[src/rtl/cook_timer.sv]
// BCD mm:ss countdown timer for the magnetron controller: keypad digit entry,
// one-second countdown while mag_on is high, timer_done when the display reads 00:00.
module cook_timer #(
  parameter int TICKS_PER_SEC = 100,
  parameter int CNT_W         = 7
) (
  input  logic       clk,
  input  logic       reset,
  input  logic       clearn,
  input  logic       key_valid,
  input  logic [3:0] key_digit,
  input  logic       mag_on,
  output logic [3:0] min_tens,
  output logic [3:0] min_ones,
  output logic [3:0] sec_tens,
  output logic [3:0] sec_ones,
  output logic       timer_done,
  output logic       sec_tick
);

  localparam logic [CNT_W-1:0] PRESC_MAX = CNT_W'(TICKS_PER_SEC - 1);

  logic [CNT_W-1:0] presc_q, presc_d;
  logic [3:0]       min_tens_d, min_ones_d, sec_tens_d, sec_ones_d;
  logic             done_d, tick_d;
  logic             key_ok;

  // A key is accepted only if it is a decimal digit and the digit it pushes
  // into sec_tens stays within 0-5.
  assign key_ok = key_valid && (key_digit <= 4'd9) && (sec_ones <= 4'd5);

  always_comb begin
    min_tens_d = min_tens;
    min_ones_d = min_ones;
    sec_tens_d = sec_tens;
    sec_ones_d = sec_ones;
    presc_d    = '0;
    tick_d     = 1'b0;

    if (!clearn) begin
      min_tens_d = 4'd0;
      min_ones_d = 4'd0;
      sec_tens_d = 4'd0;
      sec_ones_d = 4'd0;
    end else if (mag_on) begin
      if (!timer_done) begin
        if (presc_q == PRESC_MAX) begin
          tick_d = 1'b1;
          // Borrow chain; timer_done low guarantees a nonzero value here.
          if (sec_ones != 4'd0) begin
            sec_ones_d = sec_ones - 4'd1;
          end else begin
            sec_ones_d = 4'd9;
            if (sec_tens != 4'd0) begin
              sec_tens_d = sec_tens - 4'd1;
            end else begin
              sec_tens_d = 4'd5;
              if (min_ones != 4'd0) begin
                min_ones_d = min_ones - 4'd1;
              end else begin
                min_ones_d = 4'd9;
                min_tens_d = min_tens - 4'd1;
              end
            end
          end
        end else begin
          presc_d = presc_q + CNT_W'(1);
        end
      end
    end else if (key_ok) begin
      min_tens_d = min_ones;
      min_ones_d = sec_tens;
      sec_tens_d = sec_ones;
      sec_ones_d = key_digit;
    end

    done_d = (min_tens_d == 4'd0) && (min_ones_d == 4'd0) &&
             (sec_tens_d == 4'd0) && (sec_ones_d == 4'd0);
  end

  always_ff @(posedge clk) begin
    if (reset) begin
      min_tens   <= 4'd0;
      min_ones   <= 4'd0;
      sec_tens   <= 4'd0;
      sec_ones   <= 4'd0;
      timer_done <= 1'b1;
      sec_tick   <= 1'b0;
      presc_q    <= '0;
    end else begin
      min_tens   <= min_tens_d;
      min_ones   <= min_ones_d;
      sec_tens   <= sec_tens_d;
      sec_ones   <= sec_ones_d;
      timer_done <= done_d;
      sec_tick   <= tick_d;
      presc_q    <= presc_d;
    end
  end

endmodule

[config.mk]
export PLATFORM = sky130hd
export DESIGN_NAME = cook_timer
export DESIGN_NICKNAME = d
export VERILOG_FILES = /design/src/rtl/cook_timer.sv
export SDC_FILE = /design/constraint.sdc
export NUM_CORES = 1
export LEC_CHECK = 0
export ABC_AREA = 0
export CAP_MARGIN = 40
export CORE_ASPECT_RATIO = 1.5
export CORE_MARGIN = 4
export CORE_UTILIZATION = 45
export CTS_BUF_LIST = sky130_fd_sc_hd__clkbuf_8 sky130_fd_sc_hd__clkbuf_16
export CTS_CLUSTER_DIAMETER = 150
export DETAILED_ROUTE_END_ITERATION = 6
export PLACE_DENSITY = 0.69
export SYNTH_ARGS = -nofsm -noshare
export SYNTH_HDL_FRONTEND = slang
export SYNTH_SLANG_ARGS = --single-unit
[constraint.sdc]
create_clock -name clk -period 2.9 [get_ports clk]
set_input_delay 0.87 -clock clk [delete_from_list [all_inputs] [get_ports clk]]
set_output_delay 0.87 -clock clk [all_outputs]
set_load 0.03 [all_outputs]
# Word-level counts from Yosys, hierarchy flattened
# Cells that the tools add are included.
[totals]
wordCells = 61
output_inout_bits = 18
register_bits = 25
[classes]
n_reduce_logical = 14
mux = 30
bitwise_logic = 2
eq_ne = 1
n_addsub = 5
order_cmp = 2
[ops]
columns = ["cell", "count"]
rows = [
  ["$mux W4", 29],
  ["$logic_not A4 Y1", 4],
  ["$sub A4 B1 Y4 const B", 4],
  ["$reduce_bool A4 Y1", 3],
  ["$add A7 B1 Y7 const B", 1],
  ["$eq A7 B7 Y1 const B", 1],
  ["$logic_and A1 B1 Y1", 5],
  ["$reduce_or A5 Y1", 1],
  ["$le A4 B3 Y1 const B", 1],
  ["$le A4 B4 Y1 const B", 1],
  ["$reduce_or A4 Y1", 1],
  ["$not A1 Y1", 2],
  ["$mux W1", 1],
]

# Depth between registers and ports, before layout
[logic_depth]
word_depth = 12
mapped_depth = 10
mapped_depth_nobuf = 9

# Least setup slack after synthesis
# No wires, ideal clock.
[synth_timing]
path_kind = "register -> register"
start = "register sec_ones[0]"
end = "register timer_done"
stages_incl_launch_ff = 11
n_path_buf = 1
synth_period_minus_slack_ns = 2.578
setup_ns = 0.116
path_slack_ns = 0.322
t_arrival_ns = 2.461
cell_sequence = "dfxtp_1 -> inv_1 -> ha_1 -> nor3b_4 -> and3_1 -> buf_2 -> and4_1 -> or4_1 -> nand2_1 -> a211oi_1 -> a41o_1"
[synth_via]
elab_chain_len = 10
[synth_lines]
columns = ["item", "line_no", "text"]
rows = [
  ["start, declared", "16", "output logic [3:0] sec_ones,"],
  ["start signal, assigned", "94", "sec_ones <= sec_ones_d;"],
  ["branches (longest 9 deep; another with $sub A4 B1 Y4)", "n/a", ""],
  ["$logic_and A1 B1 Y1 (*)", "78", "(sec_tens_d == 4'd0) && (sec_ones_d == 4'd0);"],
  ["end signal, assigned", "95", "timer_done <= done_d;"],
  ["end, declared", "17", "output logic timer_done,"],
]
# Every way passes the cells marked *.
# A chain may end at the register's enable or synchronous reset.

# Worst setup path in the final report
[layout_timing]
start = "input port key_valid"
end = "register timer_done"
[layout_via]
elab_chain_len = 9
[layout_lines]
columns = ["item", "line_no", "text"]
rows = [
  ["start, declared", "10", "input logic key_valid,"],
  ["$logic_and A1 B1 Y1 (*) (2 in series)", "30", "assign key_ok = key_valid && (key_digit <= 4'd9) && (sec_ones <= 4'd5);"],
  ["$mux W4", "70", "end else if (key_ok) begin"],
  ["$mux W4", "45", "end else if (mag_on) begin"],
  ["$mux W4", "40", "if (!clearn) begin"],
  ["$logic_not A4 Y1", "77", "done_d = (min_tens_d == 4'd0) && (min_ones_d == 4'd0) &&"],
  ["$logic_and A1 B1 Y1 (2 in series)", "77", ""],
  ["$logic_and A1 B1 Y1 (*)", "78", ""],
]
# Every way passes the cells marked *; elsewhere a longest branch is shown, timed or not.

==> results.ini <==
[clock_tree]
h-tree-depth=1
clk_pin_slew_ns=0.09
cts.sinks=25
cts_tree=done
clk_latency_ns=0.27
cts_max_path_buffers=2
cts_made_buffers=3
clock-root-buffer=clkbuf_8

[worst_setup_path]
path_max_fanout=4
start_kind=input port
reg2reg_to=timer_done$_SDFF_PP1_
critical_path_arrival_ns=2.95
r2r_cells=9
crit_required_ns=3.12
end_kind=register
criticalPathCategory=in2reg
r2r-start=sec_ones[0]$_SDFF_PP0_
rrSetupSlack_ns=0.23

[sta]
fin_crit_ns=2.73
whs_ns=0.450
hold_viol=0
period_share=0.940
drv_slew=0
clock_skew_ns=0.00255
setup_viol=0
tightest_slew_ns=0.515
totalNegativeSetupSlack_ns=0
rsz0062_at_grt=false
layout_setup_ws_ns=0.174
max_freq_mhz=367
slew_headroom=0.652

[placed_design]
postPlaceCellArea_sq_um=2150
port_buffers=26
finalWeightedCongestion=0.853
dpl.hpwl_um=3580
dp_slack_ns=-0.165

[synth]
ys_warn_count=0
ys.flop_type=dfxtp_1
async_flop_share=0
netlist_area_sq_um=1710
synth_seq_cells=25
netlist_instances=215
syn_nets=230
synth_edf_count=0
synth_cell_type_count=45
yosysSeqAreaShare=0.293
post_synth.cell_area_avg_sq_um=7.95

[cells_and_area]
antennaDiodeCount=0
areaGrowthSynthToFinish_pct=30.3
fin_nets=276
fin_area_sq_um=2230
fillers=341
drive_gt1_frac=0.154

[drt]
wl_per_cell_um=15.7
post-route-drc-count=0
drt_iter0_drc=109
vias=1792
vias_per_cell=5.91
wl_um=4760
ant_nets=0
dr.pass1.iters=4

[floorplan]
die_area_sq_um=4870
coreArea_sq_um=3680
die-height_um=83.5
die_width_um=58.3
rows=27
start_util=0.464
io_pins=27

[grt]
grt_pass1_vias=1775
overflow=0
grt_max_degree=22
grt_use_total=0.206
antenna_found_initial=0
grt_pass1_wl_um=8010

[job]
max-cap-violations=0

[hold_path]
min_path_type=reg2reg
min_path_cells=1
holdPathEnd=presc_q[0]$_SDFF_PP0_
min_from=presc_q[0]$_SDFF_PP0_

[power]
leakagePower_nw=0.810
peakVddDrop_mv=0.257
powerDensity_nw_per_um2=339
total_power_w=0.000756

[run_status]
status=finished clean

## routing by layer
| layer | vias up | track usage | share of wire |
|---|---|---|---|
| met5 | - | 0 | 0 |
| met4 | 0 | 0.0970 | 0.030 |
| met3 | 19 | 0.0310 | 0.057 |
| met2 | 65 | 0.346 | 0.51 |
| met1 | 825 | 0.249 | 0.41 |
| li1 | 883 | - | - |
## repair_timing
action / in CTS / in global routing
hold buffers: 0 / 0
endpoints found under the setup margin: 0 / 1
setup buffers: 0 / 2
gates resized for setup: 0 / 2
## power breakdown
| part | internal (W) | switching, W |
|---|---|---|
| Clock | 0.0000964 | 0.000118 |
| Sequential | 0.000351 | 0.0000126 |
| Combinational | 0.0000828 | 0.0000951 |
## cells by family (layout without fill, tap and decap cells)
kind of cell               Yosys count  count (layout)  share of synthesized area
DFF                                 25              25                      0.293
adders and majority gates            6               6                     0.0439
and+or+nand+nor                    108             108                      0.373
buffers and inverters               25              70                     0.0608
muxes                                4               4                     0.0242
xor gates and xnor gates             7               7                     0.0359
AOI/OAI and AO/OA                   40              40                      0.170
## layout make-up
| type | instances | area (sq um) | share of cell area |
|---|---|---|---|
| tap | 43 | 53.8 | 0.0242 |
| multi-input combinational | 165 | 1120 | 0.502 |
| sequential | 25 | 500 | 0.225 |
| clock inverter | 1 | 5.00 | 0.00225 |
| clock buffer | 3 | 41.3 | 0.0185 |
| timing repair buffer | 52 | 455 | 0.204 |
| inverter | 14 | 52.6 | 0.0236 |
## how the worst max path moves through the flow
stage | end | depth (start not counted) | startpoint
global route | timer_done$_SDFF_PP1_ | 8 | key_valid
finish | timer_done$_SDFF_PP1_ | 8 | key_valid
detailed placement | timer_done$_SDFF_PP1_ | 9 | key_valid
global placement | timer_done$_SDFF_PP1_ | 9 | key_valid
floorplan | timer_done$_SDFF_PP1_ | 10 | sec_ones[0]$_SDFF_PP0_
CTS | timer_done$_SDFF_PP1_ | 9 | key_valid
## per-stage QoR
stage	utilization	std cells
final	0.605	303
after global routing	0.605	303
after CTS	0.597	301
after detailed placement	0.584	297
after global placement	0.584	297
after floorplan	-	215
## sequential cells by signal, indices dropped and copies added, names as in the netlist
name        count
timer_done      1
sec_ones        4
sec_tick        1
min_ones        4
sec_tens        4
min_tens        4
presc_q         7
## Yosys cell counts, types with 2 or more instances
| library cell | number | area (sq um) |
|---|---|---|
| o31ai_1 | 2 | 15.0 |
| a2111oi_0 | 2 | 17.5 |
| dfxtp_1 | 25 | 500 |
| o21ai_0 | 4 | 20.0 |
| mux2i_1 | 3 | 30.0 |
| and3_1 | 6 | 37.5 |
| nor4_1 | 8 | 50.1 |
| nand3_1 | 11 | 55.1 |
| o311ai_0 | 3 | 26.3 |
| nor2_1 | 28 | 105 |
| or3_1 | 2 | 12.5 |
| nor3_1 | 9 | 45.0 |
| buf_1 | 2 | 7.51 |
| nor2b_1 | 7 | 43.8 |
| a211oi_1 | 3 | 22.5 |
| o211ai_1 | 9 | 67.6 |
| nand2_1 | 16 | 60.1 |
| xnor2_1 | 5 | 43.8 |
| nor3b_4 | 3 | 56.3 |
| inv_1 | 14 | 52.6 |
| buf_2 | 2 | 10.0 |
| xor2_1 | 2 | 17.5 |
| clkbuf_1 | 6 | 22.5 |
| a21oi_1 | 7 | 35.0 |
| a31oi_1 | 4 | 25.0 |
| or4_1 | 5 | 37.5 |
| nand4_1 | 4 | 25.0 |
| ha_1 | 6 | 75.1 |
## critical path: stages
cell,delay (ns)
clkdlybuf4s50_1,0.54
nand2b_4,0.09
or4_1,0.54
o211ai_1,0.11
a31oi_1,0.13
nor4_1,0.28
and4b_1,0.23
a41o_1,0.15
## placed cells by master, fill, tap and decap left out, types with 4 or more instances in the layout
master	netlist	routed
nor2_1	28	28
nand4_1	4	4
or4_1	5	5
dfxtp_1	25	25
inv_1	14	14
o211ai_1	9	9
nor3_1	9	9
nand3_1	11	11
nand2_1	16	16
buf_4	0	26
nor2b_1	7	7
and3_1	6	6
ha_1	6	6
o21ai_0	4	4
a21oi_1	7	7
xnor2_1	5	5
nor4_1	8	8
clkdlybuf4s50_1	0	26
a31oi_1	4	4
(Power assumes the default switching activity.)
